<file path="src/rtl/ctrl_pipeline_pkg.sv">
// Shared constants for the pipeline control path: specifier width, bundle bit positions,
// forwarding select codes and the decoder opcodes.
package ctrl_pipeline_pkg;

  localparam int REG_W = 5;

  localparam int EX_REGDST   = 3;
  localparam int EX_ALUOP_HI = 2;
  localparam int EX_ALUOP_LO = 1;
  localparam int EX_ALUSRC   = 0;

  localparam int M_BRANCH   = 3;
  localparam int M_MEMREAD  = 2;
  localparam int M_MEMWRITE = 1;
  localparam int M_JUMP     = 0;

  localparam int WB_REGWRITE = 1;
  localparam int WB_MEMTOREG = 0;

  localparam logic [1:0] FWD_REG   = 2'b00;
  localparam logic [1:0] FWD_EXMEM = 2'b10;
  localparam logic [1:0] FWD_MEMWB = 2'b01;

  localparam logic [5:0] OP_RTYPE = 6'h00;
  localparam logic [5:0] OP_J     = 6'h02;
  localparam logic [5:0] OP_BEQ   = 6'h04;
  localparam logic [5:0] OP_ADDI  = 6'h08;
  localparam logic [5:0] OP_LW    = 6'h23;
  localparam logic [5:0] OP_SW    = 6'h2B;

  typedef logic [3:0] ex_ctrl_t;
  typedef logic [3:0] m_ctrl_t;
  typedef logic [1:0] wb_ctrl_t;

endpackage

</file>
<file path="src/rtl/ctrl_fwd_unit.sv">
// ALU operand forwarding select; purely combinational, zero latency, no flow control.
// EX/MEM result is younger than MEM/WB, so it wins when both match.
module ctrl_fwd_unit #(
  parameter int REG_W = 5
) (
  input  logic             mem_regwrite_i,
  input  logic [REG_W-1:0] mem_dest_i,
  input  logic             wb_regwrite_i,
  input  logic [REG_W-1:0] wb_dest_i,
  input  logic [REG_W-1:0] ex_rs_i,
  input  logic [REG_W-1:0] ex_rt_i,
  output logic [1:0]       fwd_a_o,
  output logic [1:0]       fwd_b_o
);
  import ctrl_pipeline_pkg::*;

  function automatic logic [1:0] pick_src(input logic [REG_W-1:0] src);
    logic [1:0] sel;
    sel = FWD_REG;
    // r0 is hardwired zero, so it never sources a forward
    if (mem_regwrite_i && (mem_dest_i != '0) && (mem_dest_i == src)) begin
      sel = FWD_EXMEM;
    end else if (wb_regwrite_i && (wb_dest_i != '0) && (wb_dest_i == src)) begin
      sel = FWD_MEMWB;
    end
    return sel;
  endfunction

  assign fwd_a_o = pick_src(ex_rs_i);
  assign fwd_b_o = pick_src(ex_rt_i);

endmodule

</file>
<file path="src/rtl/ctrl_pipeline.sv">
// ID/EX, EX/MEM, MEM/WB control registers with load-use stall and flush; 1/2/3-cycle control latency.
// hold_i freezes every stage; stall_o asks the front end to hold PC and IF/ID for one cycle.
module ctrl_pipeline #(
  parameter int REG_W = ctrl_pipeline_pkg::REG_W
) (
  input  logic             clk,
  input  logic             rst_n,
  input  logic             hold_i,
  input  logic             flush_i,
  input  logic [3:0]       id_ex_i,
  input  logic [3:0]       id_m_i,
  input  logic [1:0]       id_wb_i,
  input  logic [REG_W-1:0] id_rs_i,
  input  logic [REG_W-1:0] id_rt_i,
  input  logic [REG_W-1:0] id_rd_i,
  output logic [3:0]       ex_ctrl_o,
  output logic [REG_W-1:0] ex_rs_o,
  output logic [REG_W-1:0] ex_rt_o,
  output logic [3:0]       mem_ctrl_o,
  output logic [REG_W-1:0] mem_dest_o,
  output logic [1:0]       wb_ctrl_o,
  output logic [REG_W-1:0] wb_dest_o,
  output logic             stall_o,
  output logic [1:0]       fwd_a_o,
  output logic [1:0]       fwd_b_o
);
  import ctrl_pipeline_pkg::*;

  typedef struct packed {
    ex_ctrl_t         ex;
    m_ctrl_t          m;
    wb_ctrl_t         wb;
    logic [REG_W-1:0] rs;
    logic [REG_W-1:0] rt;
    logic [REG_W-1:0] rd;
  } idex_t;

  typedef struct packed {
    m_ctrl_t          m;
    wb_ctrl_t         wb;
    logic [REG_W-1:0] dest;
  } exmem_t;

  typedef struct packed {
    wb_ctrl_t         wb;
    logic [REG_W-1:0] dest;
  } memwb_t;

  idex_t  r_idex;
  exmem_t r_exmem;
  memwb_t r_memwb;

  idex_t            w_cap;
  logic             w_stall;
  logic [REG_W-1:0] w_ex_dest;

  // Unknown decoder bits are stored as 0; a jump must never write memory or the regfile
  always_comb begin
    w_cap = '0;
    for (int i = 0; i < 4; i++) begin
      w_cap.ex[i] = (id_ex_i[i] === 1'b1);
      w_cap.m[i]  = (id_m_i[i] === 1'b1);
    end
    for (int i = 0; i < 2; i++) begin
      w_cap.wb[i] = (id_wb_i[i] === 1'b1);
    end
    for (int i = 0; i < REG_W; i++) begin
      w_cap.rs[i] = (id_rs_i[i] === 1'b1);
      w_cap.rt[i] = (id_rt_i[i] === 1'b1);
      w_cap.rd[i] = (id_rd_i[i] === 1'b1);
    end
    if (w_cap.m[M_JUMP]) begin
      w_cap.m[M_MEMREAD]    = 1'b0;
      w_cap.m[M_MEMWRITE]   = 1'b0;
      w_cap.wb[WB_REGWRITE] = 1'b0;
    end
  end

  assign w_stall = r_idex.m[M_MEMREAD] && (r_idex.rt != '0) &&
                   ((r_idex.rt == id_rs_i) || (r_idex.rt == id_rt_i)) && !flush_i;

  assign w_ex_dest = r_idex.ex[EX_REGDST] ? r_idex.rd : r_idex.rt;

  always_ff @(posedge clk or negedge rst_n) begin
    if (!rst_n) begin
      r_idex  <= '0;
      r_exmem <= '0;
      r_memwb <= '0;
    end else if (!hold_i) begin
      r_memwb.wb   <= r_exmem.wb;
      r_memwb.dest <= r_exmem.dest;
      if (flush_i) begin
        r_idex  <= '0;
        r_exmem <= '0;
      end else begin
        r_exmem.m    <= r_idex.m;
        r_exmem.wb   <= r_idex.wb;
        r_exmem.dest <= w_ex_dest;
        r_idex       <= w_stall ? idex_t'('0) : w_cap;
      end
    end
  end

  ctrl_fwd_unit #(.REG_W(REG_W)) u_fwd (
    .mem_regwrite_i (r_exmem.wb[WB_REGWRITE]),
    .mem_dest_i     (r_exmem.dest),
    .wb_regwrite_i  (r_memwb.wb[WB_REGWRITE]),
    .wb_dest_i      (r_memwb.dest),
    .ex_rs_i        (r_idex.rs),
    .ex_rt_i        (r_idex.rt),
    .fwd_a_o        (fwd_a_o),
    .fwd_b_o        (fwd_b_o)
  );

  assign ex_ctrl_o  = r_idex.ex;
  assign ex_rs_o    = r_idex.rs;
  assign ex_rt_o    = r_idex.rt;
  assign mem_ctrl_o = r_exmem.m;
  assign mem_dest_o = r_exmem.dest;
  assign wb_ctrl_o  = r_memwb.wb;
  assign wb_dest_o  = r_memwb.dest;
  assign stall_o    = w_stall;

endmodule

</file>
<file path="config.mk">
export PLATFORM = sky130hd
export DESIGN_NAME = ctrl_pipeline
export DESIGN_NICKNAME = d
export VERILOG_FILES = /design/src/rtl/ctrl_pipeline_pkg.sv /design/src/rtl/ctrl_fwd_unit.sv /design/src/rtl/ctrl_pipeline.sv
export SDC_FILE = /design/constraint.sdc
export NUM_CORES = 1
export LEC_CHECK = 0
export BUFFER_PORTS_ARGS = -buffer_cell sky130_fd_sc_hd__buf_2
export CAP_MARGIN = 20
export CORE_MARGIN = 5
export CORE_UTILIZATION = 55
export DETAILED_ROUTE_END_ITERATION = 8
export PLACE_DENSITY = 0.83
export SLEW_MARGIN = 20
export SYNTH_ARGS = -nofsm -noshare
export SYNTH_HDL_FRONTEND = slang
export SYNTH_SLANG_ARGS = --single-unit
</file>
<file path="constraint.sdc">
create_clock -name clk -period 4.2 [get_ports clk]
set_input_delay 0.42 -clock clk [delete_from_list [all_inputs] [get_ports clk]]
set_output_delay 0.42 -clock clk [all_outputs]
set_load 0.01 [all_outputs]
</file>
==> out/metrics.yaml <==
place:
  place_congestion: 0.927
  dp_hpwl_mm: 4.02
  port_buffers: 63
yosys:
  synth_commonest_cells: "dfrtp_1, o21ai_0, nand2_1"
  yosysWarnings: 0
  synth.distinct_cells: 26
  synth_edf_count: 0
  synth_top_area_cell: "dfrtp_1"
  synth.ff_latch_count: 43
  synthTopCellsByArea: "dfrtp_1, buf_4, o21ai_0"
  netlist_area_mm2: 0.00258
  ys_seq_area_share_pct: 41.7
  syn-mean-instance-area_um2: 9.74
  yosysMostFrequentCell: "dfrtp_1"
  syn_inst: 265
  ys_async_sr_fraction_pct: 100
  synth_fp_nets: 294
  synth_top_area_share_pct: 41.7
  dominantRegCellSynth: "dfrtp_1"
finish:
  fill_cells: 413
  nets: 321
  area_delta_synth_final_pct: 8.19
  multi_input_area_mm2: 0.00120
  n_antenna_cell: 0
  final_util_pct: 60.3
  seq_area_mm2: 0.00108
  drive_above_1_share_pct: 31.1
route:
  drc: 0
  wl_met3_um: 382
  ant_nets: 0
  vias: 2027
  drtIter0Drc: 135
  first_pass_iters: 4
  wl_mm: 5.76
  via_per_inst: 5.84
  m1WireLength_mm: 2.67
  wl_met2_mm: 2.62
  wl_per_cell_um: 16.6
  routed.top_layer: "met4"
clock_network:
  ctsResizeCount: 0
  cts_setup_buffers: 0
  cts_hold_buf: 0
  cts.path.max_buffers: 2
  cts_tree: "built"
  cts_root_buffer: "clkbuf_8"
  insertion_delay_ns: 0.30
  h-tree-depth: 2
  cts.clk_slew.worst_paths_ns: 0.08
  numCtsBuffers: 5
  cts_sinks: 43
critical_path:
  crit_path_end_kind: "primary output"
  cp_max_fo: 26
  reg2regPathDepth: 4
  critPathTopFamily: "simple AND/OR/NAND/NOR gates"
  cp_num_buf_inv: 1
  crit_chain: "or4_4, o21ai_4, nor2b_1, buf_2"
  required_ns: 3.78
  cp.arrival_ns: 2.21
  max_stage_delay_ns: 0.59
  setup.worst_path.start_class: "flop"
  crit_cells: 4
  slowest_stage: "or4_4"
  crit_type: "flop to primary output"
sta:
  hold_viol_final: 0
  slew_violations: 0
  period_share_pct: 62.5
  rsz0062_at_grt: "false"
  relSlewSlack_pct: 35.9
  final-setup-viol-count: 0
  fin_worst_skew_ns: 0.00532
  worst_pin_slew_ns: 0.961
  setup_tns_ns: 0
  layout_min_cycle_time_ns: 2.63
  fmax_mhz: 381
floorplanning:
  coreArea_mm2: 0.00463
  initial_utilization_pct: 55.8
  die_h_um: 78.5
  fp-row-count: 25
  top_level_ports: 64
  die_x_um: 78.5
  dieArea_mm2: 0.00616
grt:
  grt_max_degree: 66
  grt_util_all_layers_pct: 19.4
  first_global_vias: 1890
  antenna_found_initial: 0
  grt_pass1_wl_mm: 9.56
  overflow: 0
power:
  swShare_pct: 31.4
  ir_drop_uv: 238
  power_leakage_nw: 1.27
  power.total_mw: 1.11
  comb_power_share_pct: 22.7
  pwr-share-clk_pct: 29.0
  p_sw_mw: 0.350
  p_int_mw: 0.765
  p_per_area_mw_per_mm2: 399
  sequentialPowerShare_pct: 48.2
outcome:
  outcome: "complete, no violations"
min_path:
  worst_hold_path_type: "input pin to async pin"
job:
  cap_violations: 0
## power groups by stage
stage               logic (mW)  clock network (mW)  registers [mW]
floorplan                0.228                   0           0.515
global route             0.285               0.341           0.547
detailed placement       0.255                   0           0.546
global placement         0.249                   0           0.544
finish                   0.254               0.324           0.538
CTS                      0.256               0.328           0.538
## path summary, 6_finish.rpt
| path | from | slack [ns] | endpoint |
|---|---|---|---|
| max | ex_rt_o[3]$_DFFE_PN0N_ | 1.57 | stall_o |
| min | rst_n | 0.27 | mem_ctrl_o[1]$_DFFE_PN0N_ |
| min reg2reg | mem_ctrl_o[0]$_DFFE_PN0N_ | 0.49 | mem_ctrl_o[0]$_DFFE_PN0N_ |
| max reg2reg | ex_rt_o[3]$_DFFE_PN0N_ | 2.15 | ex_rs_o[3]$_DFFE_PN0N_ |
| min in group clk | id_rd_i[2] | 0.37 | r_idex[2]$_DFFE_PN0N_ |
| max in group asynchronous | rst_n | 3.33 | ex_rs_o[4]$_DFFE_PN0N_ |
## per-layer routing
| metal | vias up | track usage, % |
|---|---|---|
| li1 | 976 | - |
| met1 | 972 | 27.5 |
| met2 | 72 | 29.5 |
| met3 | 7 | 4.24 |
| met4 | 0 | 6.29 |
| met5 | - | 0 |
## logic make-up (layout without fill, tap and decap cells)
kind of cell / after synthesis / count (layout) / synth area share, %
compound gates: 64 / 64 / 16.2
buf+inv: 46 / 74 / 11.9
xor+xnor: 30 / 30 / 10.2
mux: 13 / 13 / 5.43
simple gates: 69 / 69 / 14.6
flops: 43 / 43 / 41.7
## sequential cells by signal (all words and copies together), names as in the netlist
register,count
ex_ctrl_o,4
mem_dest_o,5
r_exmem,2
ex_rs_o,5
r_idex,11
wb_dest_o,5
mem_ctrl_o,4
wb_ctrl_o,2
ex_rt_o,5
## through the flow
step | std cells | setup WS [ns] | cell area (µm²) | hold WS [ns]
3_5_place_dp | 339 | 1.90 | 2680 | 0.472
2_1_floorplan | 265 | 2.06 | 2580 | 0.124
6_report | 347 | 1.57 | 2790 | 0.271
3_3_place_gp | 339 | 1.92 | 2680 | 0.459
5_1_grt | 347 | 1.46 | 2790 | 0.360
4_1_cts | 347 | 1.56 | 2790 | 0.297
## cells in the final DEF (no fill, tap or decap)
master and instances:
or3b_2 6, dfrtp_1 43, nand2_1 31, nand2b_1 5, nor2b_1 5, nor4_1 4, nor3b_1 6, a22oi_1 6
o21ai_4 1, mux2_2 8, buf_4 3, xor2_1 14, or2_2 1, clkinv_4 1, clkbuf_8 5, mux2i_1 5
or4_1 4, a32oi_1 19, o21ai_0 36, o21ai_1 1, buf_2 63, clkinv_2 1, bufinv_16 1, or4_4 1
nor2_1 2, nand3_1 4, o22ai_1 1, xnor2_1 16
## final cells by class
class	count	share of cell area [%]
Clock buffer	5	2.46
Clock inverter	3	1.57
Multi-Input combinational cell	176	42.9
Sequential cell	43	38.5
Tap cell	54	2.42
Timing Repair Buffer	66	12.1
## worst register-to-register path, stage by stage (launching register included)
cell     delay (ns)
dfrtp_1        0.50
or4_4          0.59
o21ai_4        0.56
a32oi_1        0.21
o21ai_0        0.12
No activity file was read; power rests on OpenSTA's default activity.
